**config.mk**
```make
export PLATFORM = sky130hd
export DESIGN_NAME = seg_scan_lut
export DESIGN_NICKNAME = d
export VERILOG_FILES = /design/src/rtl/seg_scan_lut.sv
export SDC_FILE = /design/constraint.sdc
export NUM_CORES = 1
export LEC_CHECK = 0
export CAP_MARGIN = 10
export CORE_ASPECT_RATIO = 0.6
export CORE_MARGIN = 2
export CORE_UTILIZATION = 60
export CTS_BUF_LIST = sky130_fd_sc_hd__clkbuf_8
export DETAILED_ROUTE_END_ITERATION = 10
export GPL_TIMING_DRIVEN = 1
export PLACE_DENSITY = 0.95
export SYNTH_ARGS = -nofsm -noshare
export SYNTH_HDL_FRONTEND = slang
export SYNTH_SLANG_ARGS = --single-unit
```
**constraint.sdc**
```tcl
create_clock -name iclk -period 7 [get_ports iclk]
set_input_delay 1.4 -clock iclk [delete_from_list [all_inputs] [get_ports iclk]]
set_output_delay 1.4 -clock iclk [all_outputs]
set_load 0.05 [all_outputs]
```
**src/rtl/seg_scan_lut.sv**
```systemverilog
// Multiplexed seven-segment scan driver: shadows per-digit codes, swaps them in at frame
// start, and drives one registered, LUT-decoded digit per refresh slot.
module seg_scan_lut #(
  parameter int NUM_DIGITS     = 4,
  parameter int CLK_DIV        = 50000,
  parameter bit SEL_ACTIVE_LOW = 1'b1,
  parameter bit SEG_ACTIVE_LOW = 1'b1
) (
  input  logic                    iclk,
  input  logic                    irst,
  input  logic [4*NUM_DIGITS-1:0] code_in,
  input  logic [NUM_DIGITS-1:0]   dp_in,
  input  logic [NUM_DIGITS-1:0]   blank_in,
  input  logic                    load,
  input  logic                    disp_en,
  output logic [NUM_DIGITS-1:0]   led_sel,
  output logic [7:0]              lut_out,
  output logic                    frame_done
);

  localparam int CNT_W = (CLK_DIV > 1) ? $clog2(CLK_DIV) : 1;
  localparam int IDX_W = (NUM_DIGITS > 1) ? $clog2(NUM_DIGITS) : 1;

  localparam logic [CNT_W-1:0]      CNT_LAST = CNT_W'(CLK_DIV - 1);
  localparam logic [IDX_W-1:0]      IDX_LAST = IDX_W'(NUM_DIGITS - 1);
  localparam logic [NUM_DIGITS-1:0] SEL_OFF  = {NUM_DIGITS{SEL_ACTIVE_LOW}};
  localparam logic [7:0]            SEG_OFF  = {8{SEG_ACTIVE_LOW}};

  logic [CNT_W-1:0]        presc;
  logic [IDX_W-1:0]        idx;
  logic                    tick;
  logic                    frame_start;

  logic [4*NUM_DIGITS-1:0] sh_code;
  logic [NUM_DIGITS-1:0]   sh_dp;
  logic [NUM_DIGITS-1:0]   sh_blank;
  logic [4*NUM_DIGITS-1:0] act_code;
  logic [NUM_DIGITS-1:0]   act_dp;
  logic [NUM_DIGITS-1:0]   act_blank;

  logic [4*NUM_DIGITS-1:0] src_code;
  logic [NUM_DIGITS-1:0]   src_dp;
  logic [NUM_DIGITS-1:0]   src_blank;
  logic [3:0]              cur_code;
  logic                    cur_dp;
  logic                    cur_blank;
  logic [NUM_DIGITS-1:0]   cur_onehot;
  logic [7:0]              seg_val;
  logic [NUM_DIGITS-1:0]   next_sel;
  logic [7:0]              next_lut;

  function automatic logic [6:0] hex_to_seg(input logic [3:0] code);
    case (code)
      4'h0:    return 7'h3F;
      4'h1:    return 7'h06;
      4'h2:    return 7'h5B;
      4'h3:    return 7'h4F;
      4'h4:    return 7'h66;
      4'h5:    return 7'h6D;
      4'h6:    return 7'h7D;
      4'h7:    return 7'h07;
      4'h8:    return 7'h7F;
      4'h9:    return 7'h6F;
      4'hA:    return 7'h77;
      4'hB:    return 7'h7C;
      4'hC:    return 7'h39;
      4'hD:    return 7'h5E;
      4'hE:    return 7'h79;
      default: return 7'h71;
    endcase
  endfunction

  assign tick        = (presc == CNT_LAST);
  assign frame_start = tick && (idx == '0);

  always_ff @(posedge iclk) begin
    if (irst) begin
      presc <= '0;
    end else if (tick) begin
      presc <= '0;
    end else begin
      presc <= presc + 1'b1;
    end
  end

  always_ff @(posedge iclk) begin
    if (irst) begin
      idx <= '0;
    end else if (tick) begin
      idx <= (idx == IDX_LAST) ? '0 : idx + 1'b1;
    end
  end

  always_ff @(posedge iclk) begin
    if (irst) begin
      sh_code  <= '0;
      sh_dp    <= '0;
      sh_blank <= '0;
    end else if (load) begin
      sh_code  <= code_in;
      sh_dp    <= dp_in;
      sh_blank <= blank_in;
    end
  end

  // Samples the shadow before this cycle's load, so a load on the frame-start tick waits a frame.
  always_ff @(posedge iclk) begin
    if (irst) begin
      act_code  <= '0;
      act_dp    <= '0;
      act_blank <= '0;
    end else if (frame_start) begin
      act_code  <= sh_code;
      act_dp    <= sh_dp;
      act_blank <= sh_blank;
    end
  end

  // Digit 0 of a new frame reads the shadow directly, since the active copy lands on this same edge.
  assign src_code  = frame_start ? sh_code  : act_code;
  assign src_dp    = frame_start ? sh_dp    : act_dp;
  assign src_blank = frame_start ? sh_blank : act_blank;

  always_comb begin
    cur_code   = '0;
    cur_dp     = 1'b0;
    cur_blank  = 1'b0;
    cur_onehot = '0;
    for (int k = 0; k < NUM_DIGITS; k++) begin
      if (idx == IDX_W'(k)) begin
        cur_code      = src_code[4*k +: 4];
        cur_dp        = src_dp[k];
        cur_blank     = src_blank[k];
        cur_onehot[k] = 1'b1;
      end
    end
  end

  assign seg_val  = {cur_dp, hex_to_seg(cur_code)};
  assign next_sel = cur_blank ? SEL_OFF : (SEL_ACTIVE_LOW ? ~cur_onehot : cur_onehot);
  assign next_lut = cur_blank ? SEG_OFF : (SEG_ACTIVE_LOW ? ~seg_val : seg_val);

  // After disp_en returns, outputs stay dark until the next slot boundary to avoid a partial slot.
  always_ff @(posedge iclk) begin
    if (irst || !disp_en) begin
      led_sel    <= SEL_OFF;
      lut_out    <= SEG_OFF;
      frame_done <= 1'b0;
    end else if (tick) begin
      led_sel    <= next_sel;
      lut_out    <= next_lut;
      frame_done <= (idx == IDX_LAST);
    end else begin
      frame_done <= 1'b0;
    end
  end

endmodule

```
==> metrics.csv, run 1 <==
stage,metric,value,unit
status,status,"complete, no violations",
clock_network,htreeDepth,3,
floorplan,die-area,0.00651,mm2
sta,skew,0.0106,ns
route,drc,0,
power_and_ir_drop,power.total,874,uW
synth,synth.distinct_cells,54,
global_routing,grt_start_max_net_pins,54,
synth,synth_top_family_by_area,simple AND/OR/NAND/NOR gates,
synth,synthMuxAreaShare,15.6,%
synth,synth_seq_cells,79,
worst_setup_path,worstPathArrival,3.99,ns
route,first_pass_iters,5,
job,drv_cap,0,
power_and_ir_drop,powerDensity,209,mW/mm2
synth,async_flop_share,0,%
clock_network,cts_resized,0,
clock_network,clk_latency,0.36,ns
worst_setup_path,r2r_start,idx[0],
synth,yosysSeqAreaShare,45.0,%
global_routing,grt_usage,26.9,%
synth,synth_nets,402,
clock_network,cts-root-buf,clkbuf_8,
synth,post-synth-top-area-cell,dfxtp_1,
route,antenna_left,0,
floorplan,core,0.00562,mm2
floorplan,num_rows,21,
placed_design,portBuffers,40,
synth,synth_xor_xnor_area_share,3.49,%
synth,synth_cells,363,
clock_network,clk_pin_slew_worst_paths,0.08,ns
route,wl,7970,um
sta,period_needed,3.74,ns
worst_setup_path,worstPathRequired,7.25,ns
sta,rsz0062_at_grt,no,
power_and_ir_drop,irDropWorstVdd,0.123,mV
power_and_ir_drop,p_leak,0.00176,uW
sta,post-route-period-util,53.5,%
worst_setup_path,crit_fanout,27,
clock_network,cts_setup_buffers,0,
synth,ys.flop_type,dfxtp_1,
sta,setup_tns,0,ns
layout,synthToLayoutAreaGrowth,18.8,%
worst_setup_path,cp-start-kind,flop,
sta,tightestPinTransition,0.771,ns
sta,clock.fmax,267,MHz
clock_network,cts.path.max_buffers,2,
layout,drive_gt1_share,9.38,%
synth,synth_area_leaders,"dfxtp_1 (45%), mux2i_1 (13%), nor2_1 (7.7%)",
clock_network,cts_tree,yes,
sta,hold_viol,0,
clock_network,cts_buffers,9,
sta,hold_ws,0.472,ns
synth,synth-edff-count,0,
global_routing,grt_pass1_vias,2770,
route,wl_per_cell,16.4,um
floorplan,design.portCount,41,
floorplan,die_x,103,um
floorplan,die_y,63.3,um
synth,synth_top_area_share,45.0,%
clock_network,holdBufCountCts,0,
global_routing,antenna_found_initial,0,
hold_path,hold_class,reg -> reg,
placed_design,gp_congestion,0.896,
synth,ys_warn_count,0,
worst_setup_path,worstSetupPathType,reg -> reg,
route,num_vias,2783,
sta,setup_viol,0,
hold_path,worstHoldStart,presc[0],
global_routing,grt-ovfl-total,0,
layout,fin_nets,439,
placed_design,dp_hpwl,5670,um
synth,synthAdderAreaFrac,3.92,%
floorplan,start_util,62.5,%
synth,synth_area_per_cell,9.68,um2
sta,final_max_slew_viol_count,0,
synth,syn_area,0.00351,mm2
global_routing,grt_pass1_wl,13300,um
worst_setup_path,startpoint,idx[0],
worst_setup_path,end_kind,flop,
layout,diodes,0,
worst_setup_path,rrSetupSlack,3.26,ns
sta,slew_headroom,48.6,%
route,vias_per_cell,5.74,
route,drtIter0Drc,265,
synth,synth_simple_gate_area_share,18.5,%
synth,synth_compound_area_share,10.5,%
clock_network,cts.sinks,79,
## report_power, final
| part | switching (uW) | internal, uW | total (uW) |
|---|---|---|---|
| clock | 166 | 199 | 365 |
| sequential | 7.09 | 459 | 466 |
| combinational | 18.9 | 24.3 | 43.2 |
| total | 192 | 682 | 874 |
## path summary, 6_finish.rpt
path,to,depth (start not counted)
setup / recovery,lut_out[3],12
hold / removal,presc[0],1
setup reg to reg,lut_out[3],12
hold reg to reg,presc[0],1
## critical path, stage by stage, from the launching register on
cell	delay, ns
dfxtp_1	0.36
inv_1	0.10
ha_1	0.23
and4_1	0.26
nand4_4	0.48
mux2_2	0.41
a221oi_1	0.07
a221oi_1	0.64
inv_1	0.20
ha_1	0.30
nand2_1	0.11
o211ai_2	0.09
o32a_1	0.37
## area by class of cell
cell class / instances / area, um2
sequential: 79 / 1580
tap: 80 / 100
clock inverter: 7 / 88.8
fill: 401 / 1450
multi-input combinational: 259 / 1830
clock buffer: 9 / 124
timing repair buffer: 43 / 423
inverter: 8 / 30.0
## stage by stage
step                      setup slack (ns)  std cells  instance area, um2  util, %
after floorplan                       4.01        363                3510        -
after global placement                3.48        469                3960     70.5
after detailed placement              3.28        469                3960     70.5
after CTS                             3.29        485                4180     74.3
after global routing                  3.03        485                4180     74.3
final                                 3.26        485                4180     74.3
## layer usage
layer / vias to the layer above / GRT usage [%] / share of wire, %
met5: - / 0 / 0
met4: 0 / 8.39 / 1.7
met3: 17 / 8.88 / 8.0
met2: 126 / 41.3 / 44
met1: 1299 / 35.9 / 46
li1: 1341 / - / -
## kinds of logic after synthesis
kind of cell	after synthesis
compound gates	47
flops	79
xor+xnor	14
fa+ha+maj	11
buf+inv	25
mux	53
simple gates	134
## placed cells by master (no fill, tap or decap), drive strengths merged, types with 4 or more instances in the layout
master and n:
a21oi 9, a221oi 4, and3 6, clkbuf 9, clkdlybuf4s50 40, dfxtp 79, ha 11, inv 11
mux2 8, mux2i 45, nand2 17, nand3 10, nor2 73, nor2b 10, nor3 4, o21ai 10
o32a 4, xnor2 5, xor2 9
## registers in the layout, summed over array words and instances (netlist names)
signal / flops
act_code: 16
lut_out: 8
sh_blank: 4
sh_dp: 4
act_dp: 4
led_sel: 4
act_blank: 4
sh_code: 16
idx: 2
presc: 16
frame_done: 1
## cells in the mapped netlist, types with 2 or more instances
master and number:
dfxtp_1 79, nor2_1 72, mux2i_1 44, nand2_1 17
clkbuf_1 13, ha_1 11, nand3_1 10, nor2b_1 10
o21ai_0 10, xor2_1 9, a21oi_1 8, inv_1 8
mux2_2 7, and3_1 5, xnor2_1 5, nor3_1 4
o32a_1 4, a221oi_1 3, nand3b_1 3, a211oi_1 2
a221o_1 2, a22oi_1 2, buf_2 2, nand4_1 2
o22ai_1 2
Power figures use the tool's default switching activity.
==> inputs of run 2 (changes only) <==
- CORE_UTILIZATION: 60 -> 58
- PLACE_DENSITY: 0.95 -> 0.94
- clock period: 7 -> 3.7 ns (I/O delays scaled with it)
==> run 2 against run 1 <==
Clock skew is essentially flat. Critical path depth did not move. First-iteration DRC count shrank 15%. Sequential share of layout area decreased by 0.37 points. Combinational power up 91%. Via count about the same. Sequential power up 89%. Die area up 3.3%. Design area up 0.99%. Utilization down 0.30 points.
==> metrics.csv, run 2 (synthesis gave the netlist of run 1 again) <==
stage,metric,value,unit
sta,final_max_slew_viol_count,0,
sta,clock.fmax,314,MHz
layout,synthToLayoutAreaGrowth,20.0,%
power_and_ir_drop,p_leak,0.00178,uW
power_and_ir_drop,p_seq_share,52.3,%
sta,tightestPinTransition,0.713,ns
power_and_ir_drop,powerDensity,400,mW/mm2
job,drv_cap,0,
worst_setup_path,worstPathRequired,3.94,ns
power_and_ir_drop,power.switching,355,uW
route,first_pass_iters,4,
clock_network,cts_setup_buffers,0,
power_and_ir_drop,irDropWorstVdd,0.226,mV
status,status,"complete, no violations",
power_and_ir_drop,swShare,21.1,%
placed_design,dp_hpwl,5590,um
layout,top_regs,"act_code: 16 flops, presc: 16 flops, sh_code: 16 flops",
layout,final_cell_mix,"dfxtp_1 (79), nor2_1 (72), mux2i_1 (44)",
power_and_ir_drop,clockPowerShare,42.8,%
layout,fill_cells,389,
sta,slew_headroom,52.4,%
global_routing,grt-ovfl-total,0,
clock_network,cts.sinks,79,
power_and_ir_drop,combPwrFrac,4.9,%
worst_setup_path,crit_chain,"inv_1, ha_1, and4_1, nand4_4, mux2_2, a221oi_1, a221o_1, inv_1, ha_1, o21ai_0, a21oi_1, o32a_1",
layout,diodes,0,
sta,post-route-period-util,86.2,%
floorplan,die-area,0.00672,mm2
worst_setup_path,path_buf_inv,2,
placed_design,portBuffers,40,
power_and_ir_drop,internal_power,1330,uW
clock_network,cts_resized,0,
layout,final_common_cell,dfxtp_1,
floorplan,die_y,64.3,um
clock_network,cts_buffers,9,
floorplan,design.portCount,41,
worst_setup_path,cp-start-kind,flop,
floorplan,core,0.00570,mm2
route,drc,0,
floorplan,start_util,61.6,%
clock_network,clk_pin_slew_worst_paths,0.08,ns
worst_setup_path,end_kind,flop,
hold_path,hold_class,reg -> reg,
worst_setup_path,worstSetupPathType,reg -> reg,
floorplan,die_x,104,um
placed_design,gp_congestion,0.944,
floorplan,num_rows,21,
clock_network,clk_latency,0.35,ns
route,wl,7850,um
global_routing,grt_start_max_net_pins,53,
route,num_vias,2782,
global_routing,grt_usage,24.6,%
sta,skew,0.0105,ns
worst_setup_path,worstPathArrival,3.43,ns
sta,rsz0062_at_grt,no,
sta,worst_slack,0.511,ns
global_routing,grt_pass1_vias,2714,
worst_setup_path,crit_path_max_incr_delay,0.40,ns
route,wl_per_cell,16.1,um
sta,setup_viol,0,
global_routing,antenna_found_initial,0,
clock_network,holdBufCountCts,0,
clock_network,cts_tree,yes,
placed_design,place_area,0.00399,mm2
global_routing,grt_pass1_wl,12900,um
sta,setup_tns,0,ns
route,drtIter0Drc,226,
clock_network,cts.path.max_buffers,2,
placed_design,post-place-ws,0.569,ns
layout,final_core_util,74.0,%
worst_setup_path,crit_family,compound AO/OA/AOI/OAI gates,
worst_setup_path,critPathSlowestCell,dfxtp_1,
clock_network,htreeDepth,3,
layout,fin_area,0.00422,mm2
sta,hold_viol,0,
worst_setup_path,crit_fanout,8,
sta,period_needed,3.19,ns
layout,fin_nets,442,
layout,drive_gt1_share,10.3,%
route,vias_per_cell,5.70,
clock_network,cts-root-buf,clkbuf_8,
route,antenna_left,0,
## run 2: changes by cell type in the layout (fill, tap and decap cells not counted), sizes merged
cell,delta
buf,+3
clkbuf,+2
clkinv,-1
inv,-1
## run 2: worst paths after layout
| check | startpoint | depth (start not counted) | endpoint | slack (ns) |
|---|---|---|---|---|
| worst min register to register | presc[0] | 1 | presc[0] | 0.48 |
| worst min-delay path | presc[0] | 1 | presc[0] | 0.48 |
| worst max register to register | idx[0] | 12 | lut_out[6] | 0.51 |
| worst max-delay path | idx[0] | 12 | lut_out[6] | 0.51 |
## run 2: power by group through the flow
stage / clock, uW / combinational [uW] / sequential, uW
after floorplan: 0 / 45.8 / 895
after global placement: 0 / 80.0 / 900
after detailed placement: 0 / 82.4 / 902
after CTS: 732 / 83.0 / 882
after global routing: 771 / 89.3 / 884
final: 721 / 82.3 / 882
## run 2: routing by layer
metal  global-route usage [%]  wire (um)
met5                        0          0
met4                     7.43        143
met3                     8.57        504
met2                     39.7       3510
met1                     31.2       3680
## run 2: metrics by stage
stage | hold slack, ns | instances | total power [uW]
after floorplan | 0.426 | 363 | 941
after global placement | 0.438 | 472 | 980
after detailed placement | 0.461 | 472 | 984
after CTS | 0.479 | 488 | 1700
after global routing | 0.493 | 488 | 1740
final | 0.478 | 488 | 1690
## run 2: layout make-up
| class | instances | area [um2] | area share, % |
|---|---|---|---|
| Sequential cell | 79 | 1580 | 37.5 |
| Inverter | 8 | 30.0 | 0.712 |
| Timing Repair Buffer | 46 | 445 | 10.6 |
| Clock buffer | 11 | 151 | 3.59 |
| Tap cell | 80 | 100 | 2.37 |
| Multi-Input combinational cell | 259 | 1830 | 43.4 |
| Clock inverter | 5 | 80.1 | 1.90 |
